[src/rtl/screen_sequencer_pkg.sv]
// Shared definitions for the two-car game screen controller: screen encodings,
// pixel width and default timing parameters.
package screen_sequencer_pkg;

    localparam int unsigned RGB_W                = 12;
    localparam int unsigned DEF_FRAMES_PER_DIGIT = 60;
    localparam int unsigned DEF_COUNT_DIGITS     = 3;
    localparam int unsigned DEF_OVER_FRAMES      = 300;

    typedef enum logic [2:0] {
        SCR_START     = 3'd0,
        SCR_COUNTDOWN = 3'd1,
        SCR_PLAY      = 3'd2,
        SCR_PAUSE     = 3'd3,
        SCR_OVER      = 3'd4
    } screen_t;

    // Halve each 4-bit channel of a {R,G,B} pixel.
    function automatic logic [RGB_W-1:0] dim_rgb(input logic [RGB_W-1:0] rgb);
        return {1'b0, rgb[11:9], 1'b0, rgb[7:5], 1'b0, rgb[3:1]};
    endfunction

endpackage

[src/rtl/screen_sequencer_frame_button.sv]
// Gamepad button conditioner: 2-flop synchronizer, then a level sample taken once
// per frame; press is the rising edge between consecutive frame samples.
module screen_sequencer_frame_button (
    input  logic clk,
    input  logic reset,
    input  logic frame_tick,
    input  logic btn,
    output logic press
);

    logic sync1;
    logic sync2;
    logic sample;

    always_ff @(posedge clk) begin
        if (reset) begin
            sync1  <= 1'b0;
            sync2  <= 1'b0;
            sample <= 1'b0;
        end else begin
            sync1 <= btn;
            sync2 <= sync1;
            if (frame_tick) begin
                sample <= sync2;
            end
        end
    end

    // Sampling only at frame rate is what debounces the button.
    assign press = frame_tick & sync2 & ~sample;

endmodule

[src/rtl/screen_sequencer.sv]
// Screen sequencer: frame-synchronous START/COUNTDOWN/PLAY/PAUSE/OVER controller
// plus the registered pixel mux that drives the VGA outputs.
module screen_sequencer
    import screen_sequencer_pkg::*;
#(
    parameter int unsigned FRAMES_PER_DIGIT = DEF_FRAMES_PER_DIGIT,
    parameter int unsigned COUNT_DIGITS     = DEF_COUNT_DIGITS,
    parameter int unsigned OVER_FRAMES      = DEF_OVER_FRAMES
) (
    input  logic             clk,
    input  logic             reset,
    input  logic             frame_tick,
    input  logic             active,
    input  logic             btn_start,
    input  logic             btn_pause,
    input  logic             crash,
    input  logic [RGB_W-1:0] start_rgb,
    input  logic [RGB_W-1:0] game_rgb,
    input  logic [RGB_W-1:0] over_rgb,
    output logic [3:0]       VGA_R,
    output logic [3:0]       VGA_G,
    output logic [3:0]       VGA_B,
    output logic [2:0]       screen,
    output logic             game_run,
    output logic             game_reset,
    output logic [1:0]       digit
);

    localparam int unsigned MAX_FRAMES = (FRAMES_PER_DIGIT > OVER_FRAMES) ?
                                         FRAMES_PER_DIGIT : OVER_FRAMES;
    localparam int unsigned CNT_W      = (MAX_FRAMES > 1) ? $clog2(MAX_FRAMES) : 1;

    screen_t          state;
    logic [CNT_W-1:0] frame_cnt;
    logic             crash_seen;
    logic             start_press;
    logic             pause_press;
    logic [RGB_W-1:0] rgb_q;

    screen_sequencer_frame_button u_start_btn (
        .clk        (clk),
        .reset      (reset),
        .frame_tick (frame_tick),
        .btn        (btn_start),
        .press      (start_press)
    );

    screen_sequencer_frame_button u_pause_btn (
        .clk        (clk),
        .reset      (reset),
        .frame_tick (frame_tick),
        .btn        (btn_pause),
        .press      (pause_press)
    );

    always_ff @(posedge clk) begin
        if (reset) begin
            state      <= SCR_START;
            frame_cnt  <= '0;
            crash_seen <= 1'b0;
            game_run   <= 1'b0;
            game_reset <= 1'b0;
            digit      <= 2'd0;
        end else begin
            game_reset <= 1'b0;
            if (state == SCR_PLAY && crash) begin
                crash_seen <= 1'b1;
            end
            if (frame_tick) begin
                case (state)
                    SCR_START: begin
                        if (start_press) begin
                            state      <= SCR_COUNTDOWN;
                            digit      <= 2'(COUNT_DIGITS);
                            frame_cnt  <= CNT_W'(FRAMES_PER_DIGIT - 1);
                            game_reset <= 1'b1;
                        end
                    end
                    SCR_COUNTDOWN: begin
                        if (frame_cnt != '0) begin
                            frame_cnt <= frame_cnt - 1'b1;
                        end else if (digit > 2'd1) begin
                            digit     <= digit - 2'd1;
                            frame_cnt <= CNT_W'(FRAMES_PER_DIGIT - 1);
                        end else begin
                            state    <= SCR_PLAY;
                            digit    <= 2'd0;
                            game_run <= 1'b1;
                        end
                    end
                    SCR_PLAY: begin
                        // A crash on the tick cycle itself still wins over pause.
                        if (crash_seen || crash) begin
                            state      <= SCR_OVER;
                            frame_cnt  <= CNT_W'(OVER_FRAMES - 1);
                            game_run   <= 1'b0;
                            crash_seen <= 1'b0;
                        end else if (pause_press) begin
                            state      <= SCR_PAUSE;
                            game_run   <= 1'b0;
                            crash_seen <= 1'b0;
                        end
                    end
                    SCR_PAUSE: begin
                        if (start_press) begin
                            state      <= SCR_START;
                            game_reset <= 1'b1;
                        end else if (pause_press) begin
                            state    <= SCR_PLAY;
                            game_run <= 1'b1;
                        end
                    end
                    SCR_OVER: begin
                        if (frame_cnt == '0 || start_press) begin
                            state     <= SCR_START;
                            frame_cnt <= '0;
                        end else begin
                            frame_cnt <= frame_cnt - 1'b1;
                        end
                    end
                    default: begin
                        state    <= SCR_START;
                        game_run <= 1'b0;
                        digit    <= 2'd0;
                    end
                endcase
            end
        end
    end

    always_ff @(posedge clk) begin
        if (reset || !active) begin
            rgb_q <= '0;
        end else begin
            case (state)
                SCR_START:              rgb_q <= start_rgb;
                SCR_COUNTDOWN, SCR_PLAY: rgb_q <= game_rgb;
                SCR_PAUSE:              rgb_q <= dim_rgb(game_rgb);
                SCR_OVER:               rgb_q <= over_rgb;
                default:                rgb_q <= '0;
            endcase
        end
    end

    assign screen = state;
    assign VGA_R  = rgb_q[11:8];
    assign VGA_G  = rgb_q[7:4];
    assign VGA_B  = rgb_q[3:0];

endmodule

[config.mk]
export PLATFORM = sky130hd
export DESIGN_NAME = screen_sequencer
export DESIGN_NICKNAME = d
export VERILOG_FILES = /design/src/rtl/screen_sequencer_pkg.sv /design/src/rtl/screen_sequencer_frame_button.sv /design/src/rtl/screen_sequencer.sv
export SDC_FILE = /design/constraint.sdc
export NUM_CORES = 1
export LEC_CHECK = 0
export ABC_CLOCK_PERIOD_IN_PS = 1900
export CORE_MARGIN = 4
export CORE_UTILIZATION = 40
export CTS_BUF_LIST = sky130_fd_sc_hd__clkbuf_16
export DETAILED_ROUTE_END_ITERATION = 10
export PLACE_DENSITY = 0.82
export SKIP_LAST_GASP = 1
export SLEW_MARGIN = 30
export SYNTH_ARGS = -nofsm -noshare
export SYNTH_HDL_FRONTEND = slang
export SYNTH_SLANG_ARGS = --single-unit
[constraint.sdc]
create_clock -name clk -period 1.9 [get_ports clk]
set_clock_uncertainty 0.05 [all_clocks]
set_input_delay 0.285 -clock clk [delete_from_list [all_inputs] [get_ports clk]]
set_output_delay 0.285 -clock clk [all_outputs]
set_load 0.005 [all_outputs]
After elaboration in Yosys (flattened, before gate mapping)

Cells that the tools add are included.

Flip-flop bits (word level): 35
Input bits: 43
Output and inout bits: 19

Reductions and logical operators: 18
Bitwise gates (word level): 10
Muxes and demuxes: 33
Equality and inequality tests: 14
Add/sub/neg operators: 2
Order comparisons: 1

Operator list:

| kind                                             | number |
|---|---|
| case mux 12 bit (4 select lines)                 | 1 |
| 2-to-1 mux 9 bit                                 | 5 |
| case mux 9 bit (4 select lines)                  | 1 |
| 2-to-1 mux 3 bit                                 | 8 |
| case mux 3 bit (5 select lines)                  | 1 |
| AND reduction 7 bit                              | 2 |
| 2-to-1 mux 1 bit                                 | 12 |
| != test 2 bit, second input constant             | 6 |
| logical NOT 9 bit                                | 1 |
| nonzero test 9 bit                               | 1 |
| subtractor 9 x 1 -> 9 bit, second input constant | 1 |
| == test 3 x 2 -> 1 bit, second input constant    | 2 |
| 2-to-1 mux 2 bit                                 | 3 |
| != test 3 bit, second input constant             | 2 |
| inverter 1 bit                                   | 6 |
| case mux 2 bit (3 select lines)                  | 1 |
| OR reduction 2 bit                               | 3 |
| OR reduction 3 bit                               | 2 |
| AND reduction 5 bit                              | 1 |
| AND 1 bit                                        | 4 |
| case mux 1 bit (4 select lines)                  | 1 |
| AND reduction 4 bit                              | 1 |
| nonzero test 4 bit                               | 1 |
| == test 3 x 1 -> 1 bit, second input constant    | 1 |
| 9 further kinds                                  | 11 |

Longest topological paths before layout

Gate-level depths: netlist of the first run.

Depth after elaboration: 7
Mapped depth: 8
Mapped depth without buffers: 7

Cells and area by module

Synthesis of the first run repeated with hierarchy kept, for this count alone.

Cells, all modules: 233
Area, all modules: 1908.1 sq um

By module, submodules not included:

| module                        | instances | seq. area each (sq um) | area an instance (sq um) | cells an instance |
|---|---|---|---|---|
| screen_sequencer              | 1         | 580.6                  | 1717.9                   | 215 |
| screen_sequencer_frame_button | 2         | 60.1                   | 95.1                     | 9 |

Worst setup path after synthesis of the first run

No wires, ideal clock.

Path kind: reg2reg
From: register frame_cnt[0]
To: register state[2], in the netlist screen[2]
Data required time: 1721 ps
Arrival: 1767 ps
Cell stages (with the launch flop): 8
Slack: -46 ps
Buffers on the path: 0
Path through: dfxtp_1 inv_1 ha_1 nor4b_1 a32oi_1 a221oi_2 mux2i_1 nor2_1

Cells in the longest elaborated chain, start to end: 4
Elaborated cells on any way between the ends: 6
Those cells by class: eq/ne (2); reduce/logical (4)

Ends and longest elaborated chain:

| item                                     | line                    | text |
|---|---|---|
| from (decl)                              | screen_sequencer.sv:34  | `logic [CNT_W-1:0] frame_cnt;` |
| from (signal assigned)                   | screen_sequencer.sv:75  | `frame_cnt <= CNT_W'(FRAMES_PER_DIGIT - 1);` |
| from (signal assigned)                   | screen_sequencer.sv:81  | `frame_cnt <= frame_cnt - 1'b1;` |
| from (signal assigned)                   | screen_sequencer.sv:84  | `frame_cnt <= CNT_W'(FRAMES_PER_DIGIT - 1);` |
| logical NOT 9 bit                        | screen_sequencer.sv:114 | `if (frame_cnt == '0 \|\| start_press) begin` |
| logical OR 1 bit                         | screen_sequencer.sv:114 |  |
| != test 2 bit (no source line)           | --                      |  |
| AND reduction 7 bit (no source line) (*) | --                      |  |
| to (signal assigned)                     | screen_sequencer.sv:109 | `state <= SCR_PLAY;` |
| to (signal assigned)                     | screen_sequencer.sv:115 | `state <= SCR_START;` |
| to (signal assigned)                     | screen_sequencer.sv:122 | `state <= SCR_START;` |
| to (decl)                                | screen_sequencer.sv:33  | `screen_t state;` |

Every way passes the cells marked *; elsewhere a longest branch is shown, timed or not.
A chain may end at the register's enable or synchronous reset.

Worst setup path in the final report of the first run

From: register frame_cnt[0]
To: register frame_cnt[8]

Cells in the longest elaborated chain, start to end: 4
Elaborated cells on any way between the ends: 9
Those cells by class: add/sub (1); eq/ne (1); mux (3); reduce/logical (4)

Ends and longest elaborated chain:

| item |
|---|
| branches (longest 4 deep; another with subtractor 9 x 1 -> 9 bit) |

Several ways; the timed one is not identified.

==> out/summary.txt, run 1 <==
status: finished with violations
failing checks: setup timing
crit-path max cell delay: 390 ps
via count: 2246
CP Cell Sequence: inv_2 > buf_4 > ha_1 > or3b_4 > buf_4 > o21ai_0 > a21oi_2 > o21ai_1 > a21oi_2
Min-Delay Path Class: reg2reg
initial antenna violation count: 0
Yosys reg bits: 35
first-pass GRT wire length: 9894 um
Die Height: 78.26 um
FF-to-FF path depth: 9
CP top delay family: compound AO/OA/AOI/OAI gates
Vias/cell: 5.546
Post-synth EDFFs: 0
post-route worst setup slack: -74.73 ps
drt pass-1 iters: 4
met3 WL: 257 um
CTS buffer count: 5
commonest non-fill, non-tap cell in the layout: clkdlybuf4s50_1
hold slack: 396.7 ps
worst-margin pin slew: 494.2 ps
drt total wl: 6340 um
row cnt: 25
post-synthesis area per instance: 7.929 um^2
Critical Path End: frame_cnt[8]
PD cells: 727.1 mW/mm^2
Final Hold Vio Count: 0
maximum number of pins on one net before global-route repair: 28
area taken by multi-input logic gates: 0.001311 mm^2
number of diodes: 0
r2r endpoint: frame_cnt[8]
vias in the first global route: 2171
r2r setup slk: -70 ps
Mapped Cells: 249
Initial Utilization: 0.4153
Critical-path top delay cell: or3b_4
Ports: 62
setup_tns: -111.9 ps
Slew HR: 0.6695
CP max FO: 4
CP Data Arrival Time: 2080 ps
DR WL/cell: 15.65 um
max layer used: met4
Max Fclk: 0.5064 GHz
Synth-to-Final Area Change: 59.00%
RSZ-0062 raised after global routing: yes
Setup crit start: frame_cnt[0]
Synth Warn #: 0
fin nets: 382
CTS clock-pin slew for the worst setup and hold paths: 60 ps
antenna-violating nets left: 0
Worst-Skew Late Latency: 280 ps
pre-CTS setup slack: -210.8 ps
reg2reg start: frame_cnt[0]
postcts setup bufs: 0
WP depth: 9
CP Buf/Inv Count: 3
Final setup viols: 4
initial DRC count: 192
PortBufs: 61
Fillers: 396
Tcrit/Tclk final: 1.039
CP Capture Type: flop
Post-synth ARST share: 0
Yosys cell types: 48
CTS H-tree lvls: 2
Final Max Tran Viols: 0
most frequent cells in the layout: clkdlybuf4s50_1 (61), nor2_1 (41), buf_4 (35), dfxtp_1 (33), a21oi_1 (16)
total track usage: 0.1981
Worst EP required: 2010 ps
peak supply drop: 0.0003785 V
clock buffer depth: 2
Period minus WS final: 1975 ps
Min-Delay Startpoint: u_pause_btn.sync1
share of layout cells above drive strength 1: 0.2160
global route total overflow: 0
Max Cap Viol: 0
CP Class: reg2reg
DP HPWL: 4504 um
Clock Sinks: 35
core area: 0.004755 mm^2
die width: 78.26 um
Startpoint Class: flop
CTS tree: yes
Post-Syn Nets: 294
WL met2: 3317 um
mapped cell area: 0.001974 mm^2
WL met1: 2651 um
DRC violations left: 0
Root Buffer Master: clkbuf_16
Synth Flop Type: dfxtp_1
LEAKAGE: 0.001244 uW
Routability Congestion: 0.8580
post-synthesis sequential area ratio: 0.3549
Die Footprint: 0.006124 mm^2
sequential cell area: 703.2 um^2
## area by class of cell
class	instances	share of cell area
tap	67	0.02670
inverter	4	0.004783
sequential	35	0.2240
clock buffer	5	0.03986
clock inverter	3	0.003587
timing repair buffer	98	0.2834
multi-input combinational	193	0.4177
## routing by layer
layer / vias up / global-route usage
li1: 1093 / -
met5: - / 0
met1: 1075 / 0.2329
met4: 0 / 0.07517
met3: 10 / 0.03555
met2: 68 / 0.3562
## power by group
| part | total [uW] | switching (uW) | internal (uW) | leakage (uW) |
|---|---|---|---|---|
| Clock | 766 | 294 | 471 | 0.0000701 |
| Sequential | 797 | 23.9 | 773 | 0.000286 |
| Combinational | 720 | 332 | 388 | 0.000888 |
## synthesized netlist by cell type (2+ instances only)
library cell  instances  area share
nand2_1              10       0.019
o21ai_1               2      0.0051
xor2_1                3       0.013
nor2_1               42       0.080
and2_1                3      0.0095
nand2b_1              5       0.016
nor2b_1               7       0.022
and3_1                2      0.0063
nor4_1                3      0.0095
or3_1                 2      0.0063
a211oi_1              2      0.0076
dfxtp_1              35        0.35
inv_1                 4      0.0076
buf_1                 2      0.0038
a22oi_1              12       0.046
nand3b_1              4       0.015
or4b_2                2       0.010
or4_1                 5       0.019
nor3_1                9       0.023
nor3b_1               2      0.0076
mux2_2                3       0.017
or3b_2                2      0.0089
ha_1                  2       0.013
mux2i_1               4       0.020
a221oi_1              9       0.040
o21ai_0              14       0.035
nand3_1               6       0.015
nand4b_1              2      0.0089
buf_2                 3      0.0076
a21oi_1              18       0.046
clkbuf_1             11       0.021
or2_2                 2      0.0063
o22ai_1               2      0.0063
## repair_timing
| action | 4_1_cts | 5_1_grt |
|---|---|---|
| pin swaps | 2 | 8 |
| hold buffers | 0 | 0 |
| resized for setup | 6 | 23 |
| gates cloned | 0 | 1 |
| setup endpoints to repair | 13 | 13 |
| hold endpoints to repair | 0 | 0 |
## how the worst min path moves through the flow
stage / end / slack, ps / cells past startpoint
after CTS: u_pause_btn.sync2 / 400 / 1
after detailed placement: u_pause_btn.sync2 / 390 / 1
after global routing: u_pause_btn.sync2 / 420 / 1
after floorplan: u_pause_btn.sync1 / 360 / 1
final: u_pause_btn.sync2 / 400 / 1
after global placement: u_pause_btn.sync2 / 370 / 1
## logic make-up after synthesis
kind of cell	share of synthesized area
AOI/OAI and AO/OA	0.2180
xor gates and xnor gates	0.01331
adders and majority gates	0.01267
buffers and inverters	0.04562
DFF	0.3549
muxes	0.03739
and+or+nand+nor	0.3181
## metrics by stage
stage / util / power, uW / cells / instance area [um^2]
2_1_floorplan: - / 1141 / 249 / 1984
3_3_place_gp: 0.6045 / 1421 / 396 / 2874
3_5_place_dp: 0.6045 / 1437 / 396 / 2874
4_1_cts: 0.6413 / 2227 / 404 / 3049
5_1_grt: 0.6603 / 2383 / 405 / 3139
6_report: 0.6603 / 2282 / 405 / 3139
## registers in the layout, indices dropped and copies added, names as in the netlist
| register | count |
|---|---|
| u_pause_btn.sync2 | 1 |
| u_pause_btn.sync1 | 1 |
| u_start_btn.sync2 | 1 |
| frame_cnt | 9 |
| u_start_btn.sync1 | 1 |
| u_start_btn.sample | 1 |
| rgb_q | 12 |
| digit | 2 |
| crash_seen | 1 |
| u_pause_btn.sample | 1 |
| game_reset | 1 |
| game_run | 1 |
| screen | 3 |
No activity file was read; power rests on OpenSTA's default activity.
==> run 2, diff against run 1 <==
CORE_UTILIZATION = 42   (was 40)
PLACE_DENSITY = 0.85   (was 0.82)
==> run 2 against run 1 <==
Net effect:
- the run still ends with setup timing left
- sequential share of layout area barely moved
- global-route usage increased by 2.6 points
- sequential cell count unchanged
- clock power is 23% higher
- sequential power barely moved
- register-to-register slack about the same
- critical path type unchanged
- critical endpoint is now digit[0]
- largest cell class unchanged
==> out/summary.txt, run 2 (synthesized netlist as in run 1, its figures left out) <==
Worst-Skew Late Latency: 280 ps (about the same)
CTS tree: yes
met3 Resource Use GR: 0.04137 (+0.005821)
Max Cap Viol: 0 (unchanged)
initial antenna violation count: 0 (unchanged)
Root Buffer Master: clkbuf_16
Clock Sinks: 35 (unchanged)
maximum number of pins on one net before global-route repair: 34 (+21%)
CP Capture Type: flop
Min-Delay Startpoint: u_pause_btn.sync1
core area: 0.004444 mm^2 (-6.5%)
Startpoint Class: flop
total track usage: 0.2237 (+0.02557)
CP Class: reg2reg
sequential share of power: 0.325 (-0.024)
pre-CTS setup slack: -164.1 ps (+46.76 ps)
most frequent cells in the layout: clkdlybuf4s50_1 (61), nor2_1 (42), dfxtp_1 (34), buf_4 (34), a21oi_1 (16)
CTS clock-pin slew for the worst setup and hold paths: 60 ps (about the same)
Worst EP required: 2060 ps (+50 ps)
sw frac: 0.2765 (-0.008399)
failing checks: setup timing
peak supply drop: 0.0007213 V (+91%)
Slew HR: 0.6649 (-0.004588)
clock buffer depth: 2 (unchanged)
vias in the first global route: 2287 (+5.3%)
PD cells: 782.2 mW/mm^2 (+7.6%)
clock group share of total power: 0.384 (+0.048)
reg2reg start: frame_cnt[0]
global route total overflow: 0 (unchanged)
row cnt: 24 (-4.0%)
commonest non-fill, non-tap cell in the layout: clkdlybuf4s50_1
initial DRC count: 227 (+18%)
post-route worst setup slack: -67.49 ps (+7.237 ps)
via count: 2310 (+2.8%)
Final setup viols: 2 (-2)
Period minus WS final: 1967 ps (-7.237 ps)
max reg flops: 12 (unchanged)
DR WL/cell: 17.51 um (+12%)
Max Fclk: 0.5083 GHz (+0.37%)
RSZ-0062 raised after global routing: yes
status: finished with violations
share of layout cells above drive strength 1: 0.2143 (-0.001691)
drt pass-1 iters: 5 (+1)
Ports: 62 (unchanged)
r2r endpoint: digit[0]
Logic pwr share: 0.291 (-0.024)
Initial Utilization: 0.4443 (+0.02899)
met2 Usage GRT: 0.4112 (+0.05508)
Min-Delay Path Class: reg2reg
cell internal pwr: 1771 uW (+8.5%)
die width: 76.57 um (-2.2%)
fin nets: 380 (-0.52%)
antenna-violating nets left: 0 (unchanged)
met1 Use GR: 0.2487 (+0.01586)
Vias/cell: 5.954 (+7.4%)
CP Data Arrival Time: 2130 ps (+50 ps)
Die Height: 76.57 um (-2.2%)
LEAKAGE: 0.001243 uW (-0.12%)
Synth-to-Final Area Change: 58.55%
r2r setup slk: -70 ps (about the same)
Hold Path Cell Cnt: 1 (unchanged)
setup_tns: -111.4 ps (+0.4600 ps)
DP HPWL: 4418 um (-1.9%)
Die Footprint: 0.005862 mm^2 (-4.3%)
drt total wl: 6792 um (+7.1%)
PortBufs: 61 (unchanged)
number of diodes: 0 (unchanged)
CTS buffer count: 5 (unchanged)
DRC violations left: 0 (unchanged)
worst-margin pin slew: 501.1 ps (+6.861 ps)
switching power total: 677.1 uW (+4.1%)
FF-to-FF path depth: 7 (-2)
Final Max Tran Viols: 0 (unchanged)
CP max FO: 4 (unchanged)
Reg with most FFs: rgb_q
fin util: 0.7044 (+0.04413)
CTS H-tree lvls: 2 (unchanged)
first-pass GRT wire length: 10720 um (+8.3%)
global routing's busiest layer: met2
Routability Congestion: 0.8630 (+0.58%)
Tcrit/Tclk final: 1.036 (-0.003809)
Final Hold Vio Count: 0 (unchanged)
Hold EP: u_pause_btn.sync2
run 2: how the worst max path moves through the flow:
stage | from | end | cells after the start
2_1_floorplan | frame_cnt[4] | frame_cnt[8] | 6
3_3_place_gp | frame_tick | screen[2] | 6
3_5_place_dp | frame_tick | screen[2] | 6
4_1_cts | frame_cnt[1] | frame_cnt[8] | 8
5_1_grt | frame_cnt[1] | digit[0] | 7
6_report | frame_cnt[0] | digit[0] | 7
run 2: power groups by stage:
| stage | registers (uW) | logic [uW] | clock network, uW |
|---|---|---|---|
| floorplan | 810 | 332 | 0 |
| finish | 796 | 712 | 940 |
| detailed placement | 808 | 627 | 0 |
| CTS | 793 | 663 | 948 |
| global placement | 806 | 615 | 0 |
| global route | 800 | 764 | 983 |
run 2: worst max-delay path: stages, from the launching register on:
cell and delay, ps:
dfxtp_1 310, inv_2 60, ha_2 180, nor4b_4 340
and3_1 240, o21ai_2 80, or4_4 510, a21oi_2 140
run 2: layout make-up:
class / count / area [um^2]
Inverter: 4 / 15.01
Clock inverter: 3 / 43.79
Multi-Input combinational cell: 193 / 1294
Tap cell: 52 / 65.06
Fill cell: 328 / 1314
Timing Repair Buffer: 96 / 885.9
Sequential cell: 35 / 701.9
Clock buffer: 5 / 125.1
run 2: what timing repair did:
item                                    4_1_cts  5_1_grt
resized for setup                            10       15
hold buffers                                  0        0
buffers inserted                              2        1
pin swaps                                     6        5
endpoints found under the setup margin       12       27
run 2: metal layers:
metal,vias to the layer above,wire [um],share of wire
li1,1090,-,-
met1,1096,2677,0.39
met2,94,3572,0.53
met3,30,303,0.045
met4,0,238,0.035
met5,-,0,0
run 2: per-stage QoR:
| step | instance area [um^2] | std cells | total power, uW | hold slack (ps) |
|---|---|---|---|---|
| 6_report | 3131 | 388 | 2449 | 388.3 |
| 3_5_place_dp | 2838 | 377 | 1435 | 377.9 |
| 2_1_floorplan | 1984 | 249 | 1141 | 363.2 |
| 5_1_grt | 3131 | 388 | 2547 | 415.3 |
| 4_1_cts | 3062 | 387 | 2405 | 394.2 |
| 3_3_place_gp | 2838 | 377 | 1421 | 368.4 |
